$ cat src/rtl/wb_pkg.sv
// Shared types for the register-file write path: retire source, load funct3 codes, FSM states.
package wb_pkg;

   localparam int unsigned XLEN   = 32;
   localparam int unsigned REG_AW = 5;
   localparam int unsigned F3_W   = 3;

   typedef enum logic [1:0] {
      SRC_NONE = 2'd0,
      SRC_ALU  = 2'd1,
      SRC_PC4  = 2'd2,
      SRC_LOAD = 2'd3
   } wb_src_t;

   localparam logic [F3_W-1:0] F3_LB  = 3'd0;
   localparam logic [F3_W-1:0] F3_LH  = 3'd1;
   localparam logic [F3_W-1:0] F3_LW  = 3'd2;
   localparam logic [F3_W-1:0] F3_LBU = 3'd4;
   localparam logic [F3_W-1:0] F3_LHU = 3'd5;

   typedef enum logic {
      IDLE     = 1'b0,
      WAIT_MEM = 1'b1
   } wb_state_t;

endpackage

$ cat src/rtl/load_extract.sv
// Selects the byte/half/word addressed by a load from an aligned memory word and extends it;
// flags misaligned accesses and undefined funct3 codes.
module load_extract
   import wb_pkg::*;
(
   input  logic [F3_W-1:0] funct3,
   input  logic [1:0]      addr_lo,
   input  logic [XLEN-1:0] word,
   output logic [XLEN-1:0] data_c,
   output logic            bad_c
);

   logic [7:0]  byte_v;
   logic [15:0] half_v;

   // Lane selection from the low address bits
   always_comb begin
      byte_v = word[7:0];
      case (addr_lo)
         2'd1:    byte_v = word[15:8];
         2'd2:    byte_v = word[23:16];
         2'd3:    byte_v = word[31:24];
         default: byte_v = word[7:0];
      endcase
      half_v = addr_lo[1] ? word[31:16] : word[15:0];
   end

   always_comb begin
      data_c = '0;
      bad_c  = 1'b0;
      case (funct3)
         F3_LB:  data_c = {{24{byte_v[7]}}, byte_v};
         F3_LBU: data_c = {24'd0, byte_v};
         F3_LH: begin
            data_c = {{16{half_v[15]}}, half_v};
            bad_c  = addr_lo[0];
         end
         F3_LHU: begin
            data_c = {16'd0, half_v};
            bad_c  = addr_lo[0];
         end
         F3_LW: begin
            data_c = word;
            bad_c  = (addr_lo != 2'd0);
         end
         default: bad_c = 1'b1;
      endcase
   end

endmodule

$ cat src/rtl/writeback_unit.sv
// Register-file write port driver: retires ALU/link results directly and parks on loads
// until the data memory answers or the wait times out.
module writeback_unit
   import wb_pkg::*;
#(
   parameter int unsigned MEM_TIMEOUT = 16
) (
   input  logic                clk,
   input  logic                rst_n,
   input  logic                wb_valid,
   output logic                wb_ready,
   input  logic [1:0]          wb_src,
   input  logic [REG_AW-1:0]   wb_rd,
   input  logic [XLEN-1:0]     wb_alu_result,
   input  logic [XLEN-1:0]     wb_pc_plus4,
   input  logic [F3_W-1:0]     wb_funct3,
   input  logic                mem_rvalid,
   input  logic [XLEN-1:0]     mem_rdata,
   output logic [REG_AW-1:0]   rd_addr,
   output logic [XLEN-1:0]     rd_data,
   output logic                reg_write_enable,
   output logic                load_pending,
   output logic                err
);

   localparam int unsigned CW = (MEM_TIMEOUT > 2) ? $clog2(MEM_TIMEOUT) : 1;

   wb_state_t           state, state_next;
   logic [CW-1:0]       cnt, cnt_next;
   logic [REG_AW-1:0]   ld_rd, ld_rd_next;
   logic [F3_W-1:0]     ld_f3, ld_f3_next;
   logic [1:0]          ld_alo, ld_alo_next;
   logic [REG_AW-1:0]   rd_addr_next;
   logic [XLEN-1:0]     rd_data_next;
   logic                we_next;
   logic                err_next;
   wb_src_t             src_c;
   logic [XLEN-1:0]     ext_data_c;
   logic                ext_bad_c;

   assign src_c = wb_src_t'(wb_src);

   load_extract u_load_extract (
      .funct3  (ld_f3),
      .addr_lo (ld_alo),
      .word    (mem_rdata),
      .data_c  (ext_data_c),
      .bad_c   (ext_bad_c)
   );

   always_ff @(posedge clk or negedge rst_n) begin
      if (!rst_n) begin
         state            <= IDLE;
         cnt              <= '0;
         ld_rd            <= '0;
         ld_f3            <= '0;
         ld_alo           <= '0;
         rd_addr          <= '0;
         rd_data          <= '0;
         reg_write_enable <= 1'b0;
         err              <= 1'b0;
         wb_ready         <= 1'b1;
         load_pending     <= 1'b0;
      end else begin
         state            <= state_next;
         cnt              <= cnt_next;
         ld_rd            <= ld_rd_next;
         ld_f3            <= ld_f3_next;
         ld_alo           <= ld_alo_next;
         rd_addr          <= rd_addr_next;
         rd_data          <= rd_data_next;
         reg_write_enable <= we_next;
         err              <= err_next;
         wb_ready         <= (state_next == IDLE);
         load_pending     <= (state_next == WAIT_MEM);
      end
   end

   // Next state, load context and write-port values; x0 transfers complete without a strobe
   always_comb begin
      state_next   = state;
      cnt_next     = cnt;
      ld_rd_next   = ld_rd;
      ld_f3_next   = ld_f3;
      ld_alo_next  = ld_alo;
      rd_addr_next = rd_addr;
      rd_data_next = rd_data;
      we_next      = 1'b0;
      err_next     = err;
      case (state)
         IDLE: begin
            if (mem_rvalid) err_next = 1'b1;
            if (wb_valid) begin
               case (src_c)
                  SRC_ALU, SRC_PC4: begin
                     if (wb_rd != '0) begin
                        we_next      = 1'b1;
                        rd_addr_next = wb_rd;
                        rd_data_next = (src_c == SRC_ALU) ? wb_alu_result : wb_pc_plus4;
                     end
                  end
                  SRC_LOAD: begin
                     ld_rd_next  = wb_rd;
                     ld_f3_next  = wb_funct3;
                     ld_alo_next = wb_alu_result[1:0];
                     cnt_next    = '0;
                     state_next  = WAIT_MEM;
                  end
                  default: ;
               endcase
            end
         end
         WAIT_MEM: begin
            if (mem_rvalid) begin
               state_next = IDLE;
               if (ext_bad_c) begin
                  err_next = 1'b1;
               end else if (ld_rd != '0) begin
                  we_next      = 1'b1;
                  rd_addr_next = ld_rd;
                  rd_data_next = ext_data_c;
               end
            end else if (cnt == CW'(MEM_TIMEOUT - 1)) begin
               err_next   = 1'b1;
               state_next = IDLE;
            end else begin
               cnt_next = cnt + CW'(1);
            end
         end
         default: state_next = IDLE;
      endcase
   end

endmodule

$ cat config.mk
export PLATFORM = sky130hd
export DESIGN_NAME = writeback_unit
export DESIGN_NICKNAME = d
export VERILOG_FILES = /design/src/rtl/wb_pkg.sv /design/src/rtl/load_extract.sv /design/src/rtl/writeback_unit.sv
export SDC_FILE = /design/constraint.sdc
export NUM_CORES = 1
export LEC_CHECK = 0
export CAP_MARGIN = 5
export CORE_ASPECT_RATIO = 1.4
export CORE_MARGIN = 1.5
export CORE_UTILIZATION = 46
export DETAILED_ROUTE_END_ITERATION = 12
export GPL_ROUTABILITY_DRIVEN = 0
export GPL_TIMING_DRIVEN = 0
export HOLD_SLACK_MARGIN = 0.03
export PLACE_DENSITY = 0.87
export SLEW_MARGIN = 15
export SYNTH_ARGS = -nofsm -noshare
export SYNTH_HDL_FRONTEND = slang
export SYNTH_SLANG_ARGS = --single-unit
$ cat constraint.sdc
create_clock -name clk -period 4.4 [get_ports clk]
set_clock_uncertainty 0.2 [all_clocks]
set_input_delay 0.66 -clock clk [delete_from_list [all_inputs] [get_ports clk]]
set_output_delay 0.66 -clock clk [all_outputs]
set_load 0.1 [all_outputs]
==> results.json, run 1 <==
{
  "ir_drop_mv": 0.309,
  "viasPerCell": 5.82,
  "p_leak_nw": 2.00,
  "wirelength_mm": 11.3,
  "dieHeight_um": 104,
  "ys_ff_latch": 55,
  "die_x_um": 75.3,
  "port_buffers": 150,
  "multi_input_area_um2": 1820,
  "ant_nets": 0,
  "area_growth_pct": 50.4,
  "cts_buffer_depth": 2,
  "nFillCells": 544,
  "grt_usage_pct": 29.5,
  "antenna_cells": 0,
  "nets": 634,
  "finalSetupViolCount": 0,
  "syn_area_um2": 3370,
  "dieArea_um2": 7850,
  "timing.final.ws_setup_ns": 1.51,
  "synth_cells": 364,
  "outcome": "finished, final reports clean",
  "period_share_pct": 65.7,
  "maxCapViolCount": 0,
  "post-place-ws_ns": 1.21,
  "rsz0062_at_grt": "false",
  "grt_pass1_wl_mm": 17.6,
  "clkTransAtPathRegs_ns": 0.09,
  "fin_crit_ns": 2.89,
  "final_cell_mix": "149 x clkdlybuf4s50_1, 54 x dfrtp_1, 36 x nand2_1, 34 x mux2i_1, 33 x nor2_1",
  "fin_util_pct": 72.1,
  "path_class": "in -> reg",
  "dp_hpwl_mm": 9.08,
  "vias": 3589,
  "hold_path.class": "in -> async",
  "grt_antenna_before_repair": 0,
  "core_area_um2": 7030,
  "cp_data_required_time_ns": 4.39,
  "fmax_ghz": 0.346,
  "dr.first_iter.drc_count": 257,
  "synth.distinct_cells": 45,
  "grt_max_degree": 56,
  "first_pass_iters": 4,
  "cts_tree": "built",
  "regArea_um2": 1380,
  "drc": 0,
  "drive_above_1_share_pct": 10.3,
  "hold_violations": 0,
  "cts-htree-levels": 2,
  "tightest_slew_ns": 1.02,
  "wl_per_cell_um": 18.3,
  "grt_pass1_vias": 3698,
  "p_per_area_nw_per_um2": 543,
  "cts_root_buf": "clkbuf_8",
  "crit_fanout": 10,
  "cts_buffers": 5,
  "insertion_delay_ns": 0.31,
  "layout_commonest_cell": "clkdlybuf4s50_1",
  "ys_warn_count": 0,
  "grt_overflow": 0,
  "avgSynthCellArea_um2": 9.26,
  "tns_ns": 0,
  "start_kind": "primary input",
  "cts_hold_buffers": 0,
  "crit_path_end_kind": "flop",
  "cts_setup_buffers": 0,
  "slew_headroom_pct": 31.8,
  "drv_slew": 0,
  "rows": 36,
  "ys_seq_area_share_pct": 40.9,
  "io_pins": 151,
  "start_util_pct": 48.0,
  "ctsResizeCount": 0,
  "synth.net_count": 477,
  "cts.sink_count": 55,
  "worstPathArrival_ns": 2.88
}
-- registers in the layout, summed over array words and instances (netlist names) --
| name | count |
|---|---|
| ld_f3 | 3 |
| rd_addr | 5 |
| ld_alo | 2 |
| err | 1 |
| reg_write_enable | 1 |
| cnt | 4 |
| wb_ready | 1 |
| ld_rd | 5 |
| state | 1 |
| rd_data | 32 |
-- cell families (layout without fill, tap and decap cells) --
group                    after synthesis  in the layout  synth area share [%]
flip-flops                            55             55                  40.9
AO/OA/AOI/OAI                        110            110                  21.0
AND/OR/NAND/NOR                      103            103                  13.9
multiplexers                          57             57                  18.1
adder cells (fa/ha/maj)                3              3                  1.11
buffers and inverters                 36            194                  5.01
-- layout make-up --
class                      count  share of cell area [%]
buffer                        28                    2.74
tap                           95                    2.35
sequential                    55                    27.2
clock buffer                   7                    1.51
multi-input combinational    273                    36.0
timing repair buffer         150                    29.6
inverter                       8                   0.592
clock inverter                 1                  0.0987
-- synth_stat cells, drive strengths merged --
cell type | count | share of area, %
a211oi | 6 | 1.3
a21boi | 1 | 0.22
a21o | 1 | 0.22
a21oi | 25 | 3.7
a22o | 2 | 0.52
a311o | 1 | 0.30
a31oi | 5 | 0.93
a41o | 1 | 0.30
buf | 16 | 2.8
clkbuf | 12 | 1.3
dfrtp | 54 | 40
dfstp | 1 | 0.78
ha | 3 | 1.1
inv | 8 | 0.89
mux2 | 22 | 7.4
mux2i | 34 | 10
mux4 | 1 | 0.67
nand2 | 37 | 4.2
nand2b | 2 | 0.37
nand3 | 14 | 2.1
nand3b | 1 | 0.22
nor2 | 33 | 3.7
nor3 | 2 | 0.45
nor3b | 1 | 0.37
nor4 | 1 | 0.19
o211ai | 17 | 3.8
o21a | 6 | 1.3
o21ai | 33 | 4.9
o21bai | 1 | 0.22
o221ai | 5 | 1.3
o22a | 1 | 0.26
o22ai | 1 | 0.59
o2bb2ai | 1 | 0.26
o311ai | 1 | 0.26
o31ai | 1 | 0.22
o32a | 1 | 0.33
or2 | 1 | 0.19
or3 | 9 | 1.7
or4 | 2 | 0.45
-- metrics by stage --
stage               area (um2)  instances  total power [mW]  hold slack [ns]
floorplan                 3370        364              1.99            0.164
global placement          4990        609              2.45            0.256
detailed placement        4990        609              2.48            0.253
CTS                       5070        617              2.76            0.214
global route              5070        617              2.87            0.250
finish                    5070        617              2.75            0.189
-- critical path, cell delays in order --
cell,delay [ns]
clkdlybuf4s50_1,0.49
ha_1,0.14
clkbuf_1,0.27
clkbuf_1,0.59
mux2i_1,0.32
nor2_1,0.07
a31oi_1,0.23
a31oi_1,0.11
-- routing by layer --
metal / global-route usage [%] / wire length, um / part of all wire, %
met1: 33.9 / 3930 / 35
met2: 49.0 / 5860 / 52
met3: 5.23 / 886 / 7.8
met4: 18.1 / 621 / 5.5
met5: 0 / 0 / 0
-- report_power, final --
group	total [mW]	internal (mW)	switching [mW]
clock	0.272	0.112	0.160
sequential	0.746	0.651	0.0952
combinational	1.73	0.486	1.25
-- worst paths after layout --
kind	start	endpoint	slack [ns]	depth (start not counted)
max	wb_src[0]	rd_data[5]$_DFFE_PN0P_	1.51	8
min	rst_n	rd_data[9]$_DFFE_PN0P_	0.19	1
max reg2reg	ld_f3[2]$_DFFE_PN0P_	rd_data[3]$_DFFE_PN0P_	2.08	7
min reg2reg	err$_DFFE_PN0P_	err$_DFFE_PN0P_	0.27	1
max in group asynchronous	rst_n	rd_addr[2]$_DFFE_PN0P_	3.35	1
min in group clk	err$_DFFE_PN0P_	err$_DFFE_PN0P_	0.27	1
(Power assumes the default switching activity.)
==> inputs of run 2 (changes only) <==
--- a/config.mk
+++ b/config.mk
@@ -8,12 +8,12 @@
 export CAP_MARGIN = 5
 export CORE_ASPECT_RATIO = 1.4
 export CORE_MARGIN = 1.5
-export CORE_UTILIZATION = 46
+export CORE_UTILIZATION = 38
 export DETAILED_ROUTE_END_ITERATION = 12
 export GPL_ROUTABILITY_DRIVEN = 0
 export GPL_TIMING_DRIVEN = 0
 export HOLD_SLACK_MARGIN = 0.03
-export PLACE_DENSITY = 0.87
+export PLACE_DENSITY = 0.77
 export SLEW_MARGIN = 15
 export SYNTH_ARGS = -nofsm -noshare
 export SYNTH_HDL_FRONTEND = slang
==> constraint.sdc (replaced) <==
create_clock -name clk -period 2.6 [get_ports clk]
set_clock_uncertainty 0.2 [all_clocks]
set_input_delay 0.39 -clock clk [delete_from_list [all_inputs] [get_ports clk]]
set_output_delay 0.39 -clock clk [all_outputs]
set_load 0.1 [all_outputs]
==> run 2 against run 1 <==
Sequential cell count did not move. Clock power rose to 2.9 times the previous value. Cell count rose by 1.8%. Design area rose by 2.2%. Routed wire length rose by 2.0%.
==> results.json, run 2 (synthesis results as in run 1) <==
{
  "cts_buffers": 5,
  "cts_tree": "built",
  "viasPerCell": 5.44,
  "worstPathArrival_ns": 1.94,
  "ant_nets": 0,
  "drc": 0,
  "outcome": "finished, final reports clean",
  "cts_root_buf": "clkbuf_16",
  "maxCapViolCount": 0,
  "final_cell_mix": "149 x clkdlybuf4s50_1, 54 x dfrtp_1, 36 x nand2_1, 34 x mux2i_1, 33 x nor2_1",
  "drv_slew": 0,
  "largest_register_ffs": 32,
  "post-place-ws_ns": -0.266,
  "slew_headroom_pct": 31.4,
  "cts-htree-levels": 2,
  "wirelength_mm": 11.5,
  "layout_commonest_cell": "clkdlybuf4s50_1",
  "hold_path.class": "reg -> reg",
  "die_x_um": 82.6,
  "antenna_cells": 0,
  "rows": 40,
  "core_area_um2": 8610,
  "ir_drop_mv": 0.728,
  "vias": 3419,
  "io_pins": 151,
  "whs_ns": 0.291,
  "grt_max_degree": 56,
  "nets": 635,
  "start_kind": "flop",
  "cp_data_required_time_ns": 2.01,
  "worstPathCellList": "clkdlybuf4s50_1",
  "switchingPower_mw": 2.60,
  "p_int_mw": 2.38,
  "power.share.clock_pct": 15.6,
  "clkTransAtPathRegs_ns": 0.07,
  "nFillCells": 738,
  "p_leak_nw": 2.05,
  "grt_antenna_before_repair": 0,
  "largestRegisters": "rd_data: 32 flops, ld_rd: 5 flops, rd_addr: 5 flops",
  "combPwrFrac_pct": 59.0,
  "grt_usage_pct": 24.7,
  "cts.sink_count": 55,
  "top_register": "rd_data",
  "port_buffers": 150,
  "path_class": "reg -> out",
  "dp_hpwl_mm": 9.04,
  "first_pass_iters": 4,
  "tightest_slew_ns": 1.03,
  "fin_crit_ns": 2.53,
  "timing.final.ws_setup_ns": 0.0679,
  "finalNonFillerCells": 628,
  "insertion_delay_ns": 0.30,
  "critPathTopFamily": "buffers and inverters",
  "crit_fanout": 1,
  "dieArea_um2": 9450,
  "grt_overflow": 0,
  "sw_frac_of_total_pct": 52.2,
  "fmax_ghz": 0.395,
  "hold_violations": 0,
  "path_buf_inv": 1,
  "dieHeight_um": 114,
  "cts_buffer_depth": 2,
  "critPathMaxStageDelay_ns": 1.12,
  "wl_per_cell_um": 18.3,
  "cts_setup_buffers": 0,
  "dp.cells": 619,
  "grt_pass1_wl_mm": 17.3,
  "p_seq_share_pct": 25.4,
  "period_share_pct": 97.4,
  "start_util_pct": 39.1,
  "drive_above_1_share_pct": 10.9,
  "p_per_area_nw_per_um2": 962,
  "dr.first_iter.drc_count": 240,
  "area_growth_pct": 53.7,
  "grt_pass1_vias": 3479,
  "rsz0062_at_grt": "false",
  "crit_path_end_kind": "output pin",
  "finalSetupViolCount": 0,
  "crit_slowest_cell": "clkdlybuf4s50_1"
}
-- run 2: metal layers --
metal | up-vias | global-route usage, % | routed length (um)
li1 | 1642 | - | -
met1 | 1595 | 28.4 | 4270
met2 | 146 | 42.3 | 5870
met3 | 36 | 4.70 | 880
met4 | 0 | 13.1 | 499
met5 | - | 0 | 0
-- run 2: what timing repair did --
action,CTS,global route
endpoints found under the hold margin,54,0
gates resized for setup,0,2
hold buffers,1,0
setup endpoints to repair,0,8
-- run 2: path summary, 6_finish.rpt --
check / from / endpoint / slack [ns] / cells after the start
min: rd_data[2]$_DFFE_PN0P_ / rd_data[2]$_DFFE_PN0P_ / 0.29 / 1
min reg2reg: rd_data[2]$_DFFE_PN0P_ / rd_data[2]$_DFFE_PN0P_ / 0.29 / 1
max in group asynchronous: rst_n / rd_data[27]$_DFFE_PN0P_ / 1.24 / 2
max reg2reg: ld_f3[2]$_DFFE_PN0P_ / rd_data[4]$_DFFE_PN0P_ / 0.28 / 7
max: wb_ready$_DFF_PN1_ / wb_ready / 0.07 / 1
min in group asynchronous: rst_n / rd_data[8]$_DFFE_PN0P_ / 0.48 / 2
-- run 2: cell type report --
type / count / area, um2 / area share [%]
Multi-Input combinational cell: 273 / 1820 / 35.2
Clock inverter: 3 / 43.8 / 0.845
Clock buffer: 5 / 125 / 2.42
Tap cell: 105 / 131 / 2.54
Timing Repair Buffer: 151 / 1510 / 29.1
Inverter: 8 / 30.0 / 0.580
Buffer: 28 / 140 / 2.71
Sequential cell: 55 / 1380 / 26.6
-- run 2: stage by stage --
step / utilization, % / instance area (um2) / power (mW) / setup TNS, ns
after floorplan: - / 3370 / 3.37 / 0
after global placement: 58.1 / 5000 / 4.17 / -41.72
after detailed placement: 58.1 / 5000 / 4.21 / -2.45
after CTS: 60.2 / 5180 / 4.99 / 0
after global routing: 60.2 / 5180 / 5.18 / 0
final: 60.2 / 5180 / 4.98 / 0
-- run 2: power groups by stage --
stage / Combinational (mW) / Clock [mW] / Sequential [mW]
global placement: 2.90 / 0 / 1.27
CTS: 2.94 / 0.783 / 1.27
finish: 2.94 / 0.777 / 1.27
floorplan: 0.688 / 0 / 2.68
global route: 3.06 / 0.822 / 1.30
detailed placement: 2.93 / 0 / 1.28
